<file path="config.mk">
export PLATFORM = sky130hd
export DESIGN_NAME = alu_mc_flat
export DESIGN_NICKNAME = d
export VERILOG_FILES = /design/src/rtl/alu_mc_if.sv /design/src/rtl/alu_mc.sv /design/src/flat_wrapper.sv
export SDC_FILE = /design/constraint.sdc
export NUM_CORES = 1
export LEC_CHECK = 0
export BUFFER_PORTS_ARGS = -buffer_cell sky130_fd_sc_hd__buf_2
export CORE_MARGIN = 8
export CORE_UTILIZATION = 55
export DETAILED_ROUTE_END_ITERATION = 6
export GPL_TIMING_DRIVEN = 1
export PLACE_DENSITY = 0.77
export SLEW_MARGIN = 10
export SYNTH_ARGS = -nofsm -noshare
export SYNTH_HDL_FRONTEND = slang
export SYNTH_SLANG_ARGS = --single-unit
</file>
<file path="constraint.sdc">
create_clock -name clk -period 4.8 [get_ports clk]
set_input_delay 0.96 -clock clk [delete_from_list [all_inputs] [get_ports clk]]
set_output_delay 0.96 -clock clk [all_outputs]
set_load 0.005 [all_outputs]
</file>
<file path="src/rtl/alu_mc_if.sv">
// Request/response bundle between the operand stage, the multi-cycle ALU and writeback.
interface alu_mc_if #(
    parameter int WIDTH = 32
);
    logic             in_valid;
    logic             in_ready;
    logic [4:0]       alu_op;
    logic [WIDTH-1:0] a;
    logic [WIDTH-1:0] b;
    logic             shift_cout;
    logic             set_flags;
    logic             out_valid;
    logic             out_ready;
    logic [WIDTH-1:0] f;
    logic [3:0]       nzcv;
    logic             op_err;

    modport master (
        output in_valid, alu_op, a, b, shift_cout, set_flags, out_ready,
        input  in_ready, out_valid, f, nzcv, op_err
    );

    modport slave (
        input  in_valid, alu_op, a, b, shift_cout, set_flags, out_ready,
        output in_ready, out_valid, f, nzcv, op_err
    );
endinterface

</file>
<file path="src/rtl/alu_mc.sv">
// Multi-cycle ALU: single-cycle data-processing ops, iterative MUL/UDIV, owns NZCV.
// Flags commit only when the result is handed off to writeback.
module alu_mc #(
    parameter  int WIDTH = 32,
    localparam int CNT_W = $clog2(WIDTH) + 1
) (
    input logic     clk,
    input logic     rst_n,
    alu_mc_if.slave io
);
    typedef enum logic [1:0] {IDLE, MUL, DIV, DONE} state_t;

    localparam logic [4:0]       OP_MUL = 5'h10;
    localparam logic [4:0]       OP_DIV = 5'h11;
    localparam logic [CNT_W-1:0] LAST   = CNT_W'(WIDTH - 1);
    localparam logic [WIDTH-1:0] FOUR   = WIDTH'(4);

    state_t           state_q, state_d;
    logic [WIDTH-1:0] f_q, f_d, a_q, a_d, b_q, b_d, acc_q, acc_d;
    logic [CNT_W-1:0] cnt_q, cnt_d;
    logic [3:0]       nzcv_q, nzcv_d;
    logic [1:0]       cv_q, cv_d;
    logic             err_q, err_d, sf_q, sf_d;

    logic [WIDTH-1:0] x, y, lres, alu_f;
    logic [WIDTH:0]   sum;
    logic             cin, arith, ill, ovf;
    logic [1:0]       alu_cv;

    // Subtracts are x + ~y + cin so C is NOT borrow; RSB/RSC swap the operands.
    always_comb begin
        x     = io.a;
        y     = io.b;
        cin   = 1'b0;
        arith = 1'b0;
        ill   = 1'b0;
        lres  = '0;
        case (io.alu_op)
            5'h00: lres = io.a & io.b;
            5'h01: lres = io.a ^ io.b;
            5'h02: begin y = ~io.b; cin = 1'b1; arith = 1'b1; end
            5'h03: begin x = io.b; y = ~io.a; cin = 1'b1; arith = 1'b1; end
            5'h04: arith = 1'b1;
            5'h05: begin cin = nzcv_q[1]; arith = 1'b1; end
            5'h06: begin y = ~io.b; cin = nzcv_q[1]; arith = 1'b1; end
            5'h07: begin x = io.b; y = ~io.a; cin = nzcv_q[1]; arith = 1'b1; end
            5'h08: lres = io.a;
            5'h0A: begin y = ~io.b; cin = 1'b1; arith = 1'b1; end
            5'h0C: lres = io.a | io.b;
            5'h0D: lres = io.b;
            5'h0E: lres = io.a & ~io.b;
            5'h0F: lres = ~io.b;
            default: ill = 1'b1;
        endcase
        sum = {1'b0, x} + {1'b0, y} + {{WIDTH{1'b0}}, cin};
        ovf = (x[WIDTH-1] == y[WIDTH-1]) && (sum[WIDTH-1] != x[WIDTH-1]);
        if (ill)
            alu_f = '0;
        else if (!arith)
            alu_f = lres;
        else if (io.alu_op == 5'h0A)
            alu_f = sum[WIDTH-1:0] + FOUR;
        else
            alu_f = sum[WIDTH-1:0];
        alu_cv = arith ? {sum[WIDTH], ovf} : {io.shift_cout, nzcv_q[0]};
    end

    logic [WIDTH:0] rem_sh;
    logic           qbit;

    always_comb begin
        state_d = state_q;
        f_d     = f_q;
        a_d     = a_q;
        b_d     = b_q;
        acc_d   = acc_q;
        cnt_d   = cnt_q;
        nzcv_d  = nzcv_q;
        cv_d    = cv_q;
        err_d   = err_q;
        sf_d    = sf_q;
        rem_sh  = {acc_q, a_q[WIDTH-1]};
        qbit    = (rem_sh >= {1'b0, b_q});
        case (state_q)
            IDLE: begin
                if (io.in_valid) begin
                    a_d   = io.a;
                    b_d   = io.b;
                    sf_d  = io.set_flags;
                    acc_d = '0;
                    cnt_d = '0;
                    err_d = 1'b0;
                    cv_d  = nzcv_q[1:0];
                    if (io.alu_op == OP_MUL) begin
                        state_d = MUL;
                    end else if (io.alu_op == OP_DIV) begin
                        state_d = DIV;
                    end else begin
                        f_d     = alu_f;
                        err_d   = ill;
                        cv_d    = alu_cv;
                        state_d = DONE;
                    end
                end
            end
            MUL: begin
                acc_d = acc_q + (b_q[0] ? a_q : '0);
                a_d   = a_q << 1;
                b_d   = b_q >> 1;
                cnt_d = cnt_q + 1'b1;
                if (cnt_q == LAST) begin
                    f_d     = acc_d;
                    state_d = DONE;
                end
            end
            DIV: begin
                if (b_q == '0) begin
                    f_d     = '1;
                    err_d   = 1'b1;
                    state_d = DONE;
                end else begin
                    // a_q shifts out dividend bits and collects quotient bits.
                    acc_d = qbit ? (rem_sh[WIDTH-1:0] - b_q) : rem_sh[WIDTH-1:0];
                    a_d   = {a_q[WIDTH-2:0], qbit};
                    cnt_d = cnt_q + 1'b1;
                    if (cnt_q == LAST) begin
                        f_d     = a_d;
                        state_d = DONE;
                    end
                end
            end
            DONE: begin
                if (io.out_ready) begin
                    state_d = IDLE;
                    if (sf_q && !err_q)
                        nzcv_d = {f_q[WIDTH-1], (f_q == '0), cv_q};
                end
            end
            default: state_d = IDLE;
        endcase
    end

    always_ff @(posedge clk or negedge rst_n) begin
        if (!rst_n) begin
            state_q <= IDLE;
            f_q     <= '0;
            err_q   <= 1'b0;
            nzcv_q  <= 4'b0000;
            cnt_q   <= '0;
        end else begin
            state_q <= state_d;
            f_q     <= f_d;
            err_q   <= err_d;
            nzcv_q  <= nzcv_d;
            cnt_q   <= cnt_d;
        end
    end

    always_ff @(posedge clk) begin
        a_q   <= a_d;
        b_q   <= b_d;
        acc_q <= acc_d;
        cv_q  <= cv_d;
        sf_q  <= sf_d;
    end

    assign io.in_ready  = (state_q == IDLE);
    assign io.out_valid = (state_q == DONE);
    assign io.f         = f_q;
    assign io.op_err    = err_q;
    assign io.nzcv      = nzcv_q;
endmodule
</file>
<file path="src/flat_wrapper.sv">
// flat-port wrapper written by rule: the top's interface ports become plain ports
module alu_mc_flat 
#(
    parameter  int WIDTH = 32,
    localparam int CNT_W = $clog2(WIDTH) + 1
)
  (clk, rst_n, io_in_valid, io_alu_op, io_a, io_b, io_shift_cout, io_set_flags, io_out_ready, io_in_ready, io_out_valid, io_f, io_nzcv, io_op_err);
  alu_mc_if #(.WIDTH(WIDTH)) io_i ();
  input logic clk;
  input logic rst_n;
  input wire logic [$bits(io_i.in_valid)-1:0] io_in_valid;
  input wire logic [$bits(io_i.alu_op)-1:0] io_alu_op;
  input wire logic [$bits(io_i.a)-1:0] io_a;
  input wire logic [$bits(io_i.b)-1:0] io_b;
  input wire logic [$bits(io_i.shift_cout)-1:0] io_shift_cout;
  input wire logic [$bits(io_i.set_flags)-1:0] io_set_flags;
  input wire logic [$bits(io_i.out_ready)-1:0] io_out_ready;
  output wire logic [$bits(io_i.in_ready)-1:0] io_in_ready;
  output wire logic [$bits(io_i.out_valid)-1:0] io_out_valid;
  output wire logic [$bits(io_i.f)-1:0] io_f;
  output wire logic [$bits(io_i.nzcv)-1:0] io_nzcv;
  output wire logic [$bits(io_i.op_err)-1:0] io_op_err;
  assign io_i.in_valid = io_in_valid;
  assign io_i.alu_op = io_alu_op;
  assign io_i.a = io_a;
  assign io_i.b = io_b;
  assign io_i.shift_cout = io_shift_cout;
  assign io_i.set_flags = io_set_flags;
  assign io_i.out_ready = io_out_ready;
  assign io_in_ready = io_i.in_ready;
  assign io_out_valid = io_i.out_valid;
  assign io_f = io_i.f;
  assign io_nzcv = io_i.nzcv;
  assign io_op_err = io_i.op_err;
  alu_mc #(.WIDTH(WIDTH)) u_core (.clk(clk), .rst_n(rst_n), .io(io_i));
endmodule
</file>
### Yosys cells after proc, flatten, opt, wreduce, memory -nomap -nowiden

Index checks and enable logic that the tools add are counted.

| storage, ports and cells | value |
|---|---|
| register bits | 144 |
| output and inout port bits | 39 |
| word-level logic and storage cells | 119 |

| operators by class | value |
|---|---|
| $add $sub $neg | 6 |
| magnitude comparators | 1 |
| equality and inequality tests | 29 |
| mux-type cells | 44 |
| bitwise logic cells | 6 |
| reduce and logical (&&, ||, !) cells | 23 |

Operator list:

| cell | count |
|---|---|
| 32-bit 2-to-1 mux | 17 |
| 32-bit one-hot mux with 3 select lines | 3 |
| 32-bit one-hot mux with 7 select lines | 1 |
| 32-bit one-hot mux with 2 select lines | 2 |
| 32-bit AND | 2 |
| 32-bit logical NOT | 2 |
| 32-bit inverter | 2 |
| 32-bit by 32-bit adder with 33-bit output | 1 |
| 33-bit by 1-bit adder with 33-bit output | 1 |
| 33-bit by 32-bit >= comparator with 1-bit output | 1 |
| 32-bit by 3-bit adder with 32-bit output, second input constant | 1 |
| 32-bit adder | 1 |
| 32-bit OR | 1 |
| 32-bit subtractor | 1 |
| 32-bit bitwise XOR | 1 |
| 5-bit by 4-bit equality test with 1-bit output, second input constant | 6 |
| 5-bit by 3-bit equality test with 1-bit output, second input constant | 4 |
| 6-bit one-hot mux with 3 select lines | 1 |
| 2-bit 2-to-1 mux | 8 |
| 14-bit OR reduction | 1 |
| 6-bit 2-to-1 mux | 2 |
| 5-bit by 2-bit equality test with 1-bit output, second input constant | 2 |
| 5-bit equality test, second input constant | 2 |
| 2-bit inequality test, second input constant | 5 |
| 24 further kinds | 41 |

### Depth between registers and ports, before layout

Gate-level depths: netlist of the first run.

| logic depth | value |
|---|---|
| word-level depth | 13 |
| gate-level depth with buffers | 20 |

### Worst setup path before layout of the first run

Ideal clock, no wire load.

| timing path | value |
|---|---|
| path type | input-to-reg |
| start | input port io_alu_op[4] |
| end | register u_core.f_q[27] (netlist: u_core.io.f[27]) |
| data arrival time | 5472 ps |
| data required time | 4674 ps |
| path slack | -798 ps |
| stages on the path | 18 |
| buffers on the path | 3 |
| path through | clkbuf_1 -> clkbuf_1 -> nor3_1 -> clkbuf_1 -> mux2i_1 -> fa_1 -> inv_1 -> fa_1 -> a211oi_1 -> nor2_1 -> a21oi_2 -> nand4_1 -> nor4b_2 -> and3_4 -> nand4_4 -> or4_1 -> and3_1 -> o32a_1 |

| on the way | value |
|---|---|
| longest elaborated chain between the ends | 13 |
| elaborated cells between the ends (all ways) | 40 |
| classes of those cells | add/sub (3); eq/ne (17); mux (12); reduce/logical (8) |

Ends and longest elaborated chain:

| what | RTL line | source |
|---|---|---|
| start: declaration | flat_wrapper.sv:12 | `input wire logic [$bits(io_i.alu_op)-1:0] io_alu_op;` |
| 5-bit by 2-bit equality test with 1-bit output (tied with other cells) | alu_mc.sv:38 | `case (io.alu_op)` |
| 3-bit OR reduction (no line) or 2-bit OR reduction (tied branches) | n/a |  |
| 32-bit one-hot mux with 2 select lines or 32-bit 2-to-1 mux (tied branches) | alu_mc.sv:38 |  |
| 32-bit by 32-bit adder with 33-bit output | alu_mc.sv:55 | `sum = {1'b0, x} + {1'b0, y} + {{WIDTH{1'b0}}, cin};` |
| 33-bit by 1-bit adder with 33-bit output | alu_mc.sv:55 |  |
| 32-bit by 3-bit adder with 32-bit output | alu_mc.sv:62 | `alu_f = sum[WIDTH-1:0] + FOUR;` |
| 32-bit 2-to-1 mux | alu_mc.sv:61 | `else if (io.alu_op == 5'h0A)` |
| 32-bit 2-to-1 mux | alu_mc.sv:59 | `else if (!arith)` |
| 32-bit 2-to-1 mux | alu_mc.sv:57 | `if (ill)` |
| 32-bit 2-to-1 mux | alu_mc.sv:96 | `end else if (io.alu_op == OP_DIV) begin` |
| 32-bit 2-to-1 mux | alu_mc.sv:94 | `if (io.alu_op == OP_MUL) begin` |
| 32-bit 2-to-1 mux | alu_mc.sv:86 | `if (io.in_valid) begin` |
| 32-bit one-hot mux with 3 select lines | alu_mc.sv:84 | `case (state_q)` |
| end signal: assignment | alu_mc.sv:146 | `f_q <= '0;` |
| end signal: assignment | alu_mc.sv:152 | `f_q <= f_d;` |
| end: declaration | alu_mc.sv:19 | `logic [WIDTH-1:0] f_q, f_d, a_q, a_d, b_q, b_d, acc_q, acc_d;` |

Several ways; a longest one is shown, not always the timed one. The select of a mux whose other input is x is not followed.
A chain may end at the register's enable or synchronous reset.

### Final worst setup path of the first run

| timing path | value |
|---|---|
| start | input port io_alu_op[1] |
| end | register u_core.f_q[29] (netlist: u_core.io.f[29]) |

Same word-level chain as after synthesis.

==> results of run 1 <==
[area by class of cell]
class,count,area [um^2]
Sequential cell,144,4100
Fill cell,2573,9970
Tap cell,390,488
Multi-Input combinational cell,1763,11700
Clock buffer,19,443
Clock inverter,13,125
Inverter,131,492
Timing Repair Buffer,326,2240
[worst max-delay path, cell delays in order]
cell	delay (ns)
buf_6	0.09
nor2b_4	0.16
nand2_2	0.08
nor2_4	0.17
buf_6	0.12
nor2_2	0.04
a21oi_4	0.11
a21oi_2	0.05
fa_2	0.40
inv_2	0.07
fa_2	0.25
a211oi_4	0.08
o211ai_2	0.24
nand3_2	0.15
buf_6	0.15
a2111oi_4	0.32
buf_4	0.20
nor4_4	0.05
nor3_2	0.22
nand3_2	0.12
buf_6	0.16
or4_4	0.52
a2bb2oi_2	0.15
a41oi_2	0.18
[through the flow]
stage / setup slack [ns] / cell area (um^2) / TNS, ns / util
final: 0.103 / 19600 / 0 / 0.663
after CTS: 0.000335 / 19300 / 0 / 0.653
after global placement: -0.386 / 18700 / -4.00 / 0.634
after detailed placement: -0.511 / 18700 / -6.21 / 0.634
after floorplan: -0.131 / 16600 / -0.263 / -
after global routing: -0.0737 / 19600 / -0.283 / 0.663
[kinds of logic after synthesis]
family | synth area share
adder cells (fa/ha/maj) | 0.106
XOR/XNOR | 0.0431
buffers and inverters | 0.0600
AND/OR/NAND/NOR | 0.211
AO/OA/AOI/OAI | 0.311
multiplexers | 0.0206
flip-flops | 0.249
[report_power, final]
| part | internal, mW | switching [mW] |
|---|---|---|
| sequential | 2.22 | 0.608 |
| combinational | 3.11 | 4.93 |
| clock | 0.736 | 0.593 |
[per-layer routing]
metal  wire, um  global-route usage
met5          0                   0
met4       2360               0.129
met3       6180              0.0546
met2      26000               0.494
met1      26600               0.469
[synth_stat cells (7+ instances only)]
master     count
a2111oi_0      7
nand4_1       27
a211oi_1      20
o211ai_1      22
a21oi_1      180
a211o_1       12
and3_1        15
o21a_1        25
nor2_1       153
inv_1        130
xnor2_1       54
o21ai_0      294
dfrtp_1       45
or3_1         19
o2111ai_1     16
xor2_1        24
a31oi_1       22
clkbuf_1      86
o31ai_1       16
nor4_1        29
a21o_1        33
o21bai_1      14
nor3b_1        9
edfxtp_1      99
nor3_1        38
nand2_1      242
or2_2         13
and2_1        44
nor2b_1       19
a41oi_1        8
a221oi_1       7
mux2_2        15
ha_1         133
o22ai_1       19
a22oi_1       36
nand2b_1      18
nand3_1       40
mux2i_1       17
buf_1         11
[what timing repair did]
item / in CTS / in global routing
endpoints found under the setup margin: 6 / 15
endpoints found under the hold margin: 0 / 0
resized for setup: 3 / 45
pin swaps: 3 / 33
buffers inserted: 0 / 11
[flip-flops by register name (all words and copies together), names as in the netlist]
register	flops
u_core.io.f	32
u_core.cv_q	2
u_core.io.nzcv	4
u_core.b_q	32
u_core.io.op_err	1
u_core.acc_q	32
u_core.sf_q	1
u_core.state_q	2
u_core.cnt_q	6
u_core.a_q	32
[worst paths after layout]
kind                              startpoint                 to  cells after the start
setup / recovery                io_alu_op[1]    u_core.io.f[29]                     24
hold / removal             u_core.io.nzcv[2]  u_core.io.nzcv[2]                      2
setup reg to reg               u_core.b_q[0]    u_core.io.f[30]                     13
hold reg to reg            u_core.io.nzcv[2]  u_core.io.nzcv[2]                      2
max in group asynchronous              rst_n     u_core.io.f[3]                      2
min in group asynchronous              rst_n    u_core.cnt_q[4]                      2
==> flow_metrics.tcl, run 1 <==
set metrics [dict create \
    clk_pin_slew_ns 0.07 \
    drt-vias-per-instance 6.54 \
    synth_edf_count 99 \
    dp.cells 2743 \
    cts_tree "built" \
    setup_viol 0 \
    layout.cells.non_filler 2786 \
    critPathMaxFanout 6 \
    port_buffers 113 \
    final_common_cell "o21ai_0" \
    pin_count 114 \
    cp-end-kind "flip-flop" \
    netlist_instances 2148 \
    die_y_um 189 \
    synth-async-reset-ratio 0.313 \
    synth_cell_types 110 \
    die_w_um 189 \
    fin_crit_ns 4.70 \
    vias 18224 \
    clk_path_buf_depth 2 \
    cts_sinks 144 \
    layout_worst_path_cycle_share 0.979 \
    synth_area_leaders "edfxtp_1 18%, ha_1 10%, o21ai_0 8.9%" \
    yosysSeqAreaShare 0.249 \
    status "complete, no violations" \
    syn_area_per_cell_um2 7.68 \
    rows 63 \
    vdd.ir_drop.worst_mv 0.311 \
    grt_max_degree 87 \
    yosys_warnings 0 \
    postCtsHoldBufs 0 \
    skew_ns 0.00940 \
    ys.flop_type "edfxtp_1" \
    final_cell_mix "291 x o21ai_0, 239 x nand2_1, 205 x buf_4" \
    critical_path_required_ns 5.16 \
    ff2ff_setup_slack_ns 0.41 \
    worst_pin_slew_ns 1.02 \
    fin_nets 2595 \
    yosysTopAreaCell "edfxtp_1" \
    initial_core_util 0.558 \
    relSlewSlack 0.321 \
    holdWs_ns 0.477 \
    synth_top_area_share 0.180 \
    grtUsageTotal 0.330 \
    hpwl_mm 47.8 \
    drcViolationCount 0 \
    syn_nets 2360 \
    design.core.area_um2 29600 \
    root_buffer "clkbuf_16" \
    hold_path.class "reg2reg" \
    drtIter0Drc 2342 \
    antenna_cells 0 \
    final_hold_viol_count 0 \
    grt_pass1_wl_mm 94.5 \
    die_area_um2 35800 \
    fmax_mhz 213 \
    ys_seq_elements 144 \
    place.gp.congestion 0.996 \
    drive_above_1_share 0.203 \
    power.leakage_nw 8.40 \
    critPathArrivalTime_ns 5.06 \
    wl_per_cell_um 21.9 \
    cap_violations 0 \
    clock_latency_ns 0.44 \
    grt-ovfl-total 0 \
    drv_slew 0 \
    total_power_mw 12.2 \
    area_growth_pct 18.8 \
    cts_htree_levels 4 \
    power_density_nw_per_um2 622 \
    startpoint_type "primary input" \
    criticalPathCategory "in2reg" \
    syn-cell-area_um2 16500 \
    drt_pass1_iterations 6 \
    numCtsBuffers 17 \
    grt_antenna_before_repair 0 \
    antenna_left 0 \
    grt_pass1_vias 16880 \
    drt-total-wl_mm 61.1 \
]
Power figures use the tool's default switching activity.
==> run 2: changes to the inputs <==
CTS_BUF_LIST = sky130_fd_sc_hd__clkbuf_4   (was default)
==> run 2 against run 1 <==
Against the previous run: fmax about the same; clock skew increased by 0.021 ns; wire length decreased by 1.3%; global-route usage decreased by 0.36 points; clock-buffer cell count decreased by 1; sequential share of layout area increased by 0.59 points; total power decreased by 5.3%; critical path depth decreased by 4; flip-flop and latch count unchanged; first-iteration DRC count increased by 0.73%; critical path type unchanged.
==> flow_metrics.tcl, run 2 (same netlist as run 1, synthesis figures left out) <==
set metrics [dict create \
    root_buffer "clkbuf_4" \
    cap_violations 0 \
    cp-end-kind "flip-flop" \
    pwr-share-clk 0.068 \
    drt-vias-per-instance 6.50 \
    reg2reg_depth 13 \
    final_common_cell "o21ai_0" \
    skew_ns 0.0301 \
    final_core_util 0.645 \
    final_hold_viol_count 0 \
    wl_per_cell_um 21.7 \
    setup_viol 0 \
    grt_max_degree 87 \
    port_buffers 113 \
    hpwl_mm 47.8 \
    hold_path.class "in2async" \
    power.leakage_nw 8.18 \
    use_met1 0.465 \
    drtIter0Drc 2359 \
    finalInstanceArea_um2 19100 \
    combPwrFrac 0.688 \
    power_density_nw_per_um2 606 \
    cts_tree "built" \
    grt_pass1_vias 16704 \
    clk_path_buf_depth 2 \
    fin_crit_ns 4.70 \
    final_cell_mix "294 x o21ai_0, 241 x nand2_1, 202 x buf_4" \
    total_power_mw 11.5 \
    cts_sinks 144 \
    critPathMaxFanout 5 \
    fmax_mhz 213 \
    gr-max-usage-layer "met2" \
    worst_pin_slew_ns 0.982 \
    die_area_um2 35800 \
    area_growth_pct 15.6 \
    drv_slew 0 \
    die_w_um 189 \
    vdd.ir_drop.worst_mv 0.335 \
    layout_worst_path_cycle_share 0.978 \
    drt_pass1_iterations 6 \
    design.core.area_um2 29600 \
    r2r_end "u_core.io.f[30]" \
    placed_cell_area_um2 18700 \
    drt-total-wl_mm 60.3 \
    grt_antenna_before_repair 2 \
    status "complete, no violations" \
    numCtsBuffers 17 \
    clock_latency_ns 0.61 \
    internal_power_mw 5.55 \
    cts_htree_levels 4 \
    r2r_start "u_core.b_q[0]" \
    rows 63 \
    relSlewSlack 0.344 \
    finalSetupTns_ns 0 \
    criticalPathCategory "in2reg" \
    grtUsageTotal 0.327 \
    place.gp.congestion 0.996 \
    initial_core_util 0.558 \
    pin_count 114 \
    seqPwrFrac 0.244 \
    critical_path_required_ns 5.28 \
    switchingPower_mw 5.99 \
    vias 18052 \
    grt_util_met3 0.0524 \
    die_y_um 189 \
    clk_pin_slew_ns 0.14 \
    ff2ff_setup_slack_ns 0.40 \
    sw_frac_of_total 0.519 \
    grt_pass1_wl_mm 93.4 \
    grt-ovfl-total 0 \
    startpoint_type "primary input" \
    groute.layer.met2.usage 0.489 \
    postCtsHoldBufs 0 \
    fin_nets 2586 \
    drcViolationCount 0 \
    antenna_left 0 \
    drive_above_1_share 0.193 \
    critPathArrivalTime_ns 5.17 \
]
run 2: final cells by class:
class | instances | area [um^2]
Inverter | 131 | 492
Timing Repair Buffer | 317 | 2120
Fill cell | 2646 | 10500
Antenna cell | 1 | 2.50
Multi-Input combinational cell | 1763 | 11600
Sequential cell | 144 | 4100
Clock inverter | 14 | 129
Tap cell | 390 | 488
Clock buffer | 18 | 135
run 2: critical path: stages:
cell,delay (ns)
buf_2,0.13
nor2b_2,0.20
nand2_1,0.11
nor2_4,0.15
or2_4,0.15
a21oi_2,0.05
a21oi_2,0.14
fa_2,0.28
inv_2,0.05
fa_2,0.40
a211oi_4,0.26
o211ai_2,0.15
and3_4,0.24
o211ai_2,0.29
a211o_1,0.18
o311ai_1,0.13
or4b_4,0.52
or4_4,0.54
nand4_1,0.12
a41oi_2,0.11
run 2: what timing repair did:
item                       4_1_cts  5_1_grt
gates resized for setup          0        9
setup endpoints to repair        0        9
setup buffers                    0        2
run 2: layer usage:
metal	vias up	wire length, um
li1	8409	-
met1	8433	26300
met2	1081	25800
met3	127	6140
met4	2	2070
met5	-	13
run 2: power by group through the flow:
| stage | logic (mW) | clock network (mW) | registers, mW |
|---|---|---|---|
| global route | 8.62 | 0.834 | 2.85 |
| detailed placement | 7.68 | 0 | 2.80 |
| global placement | 7.49 | 0 | 2.77 |
| CTS | 7.73 | 0.790 | 2.78 |
| floorplan | 5.48 | 0 | 2.58 |
| finish | 7.94 | 0.790 | 2.81 |
run 2: worst max path at each step:
stage	slack, ns	from	cells after the start	endpoint
2_1_floorplan	-0.13	io_alu_op[4]	18	u_core.io.f[29]
3_3_place_gp	-0.39	io_alu_op[1]	19	u_core.io.f[29]
3_5_place_dp	-0.51	io_alu_op[1]	20	u_core.io.f[29]
4_1_cts	0.13	io_alu_op[1]	20	u_core.io.f[29]
5_1_grt	-0.01	io_alu_op[1]	21	u_core.io.f[23]
6_report	0.10	io_alu_op[1]	20	u_core.io.f[29]
run 2: through the flow:
stage | hold slack (ns) | std cells | setup WS, ns
detailed placement | 0.462 | 2743 | -0.511
finish | 0.439 | 2778 | 0.105
floorplan | 0.455 | 2148 | -0.131
global route | 0.459 | 2778 | -0.0107
CTS | 0.430 | 2775 | 0.125
global placement | 0.459 | 2743 | -0.386
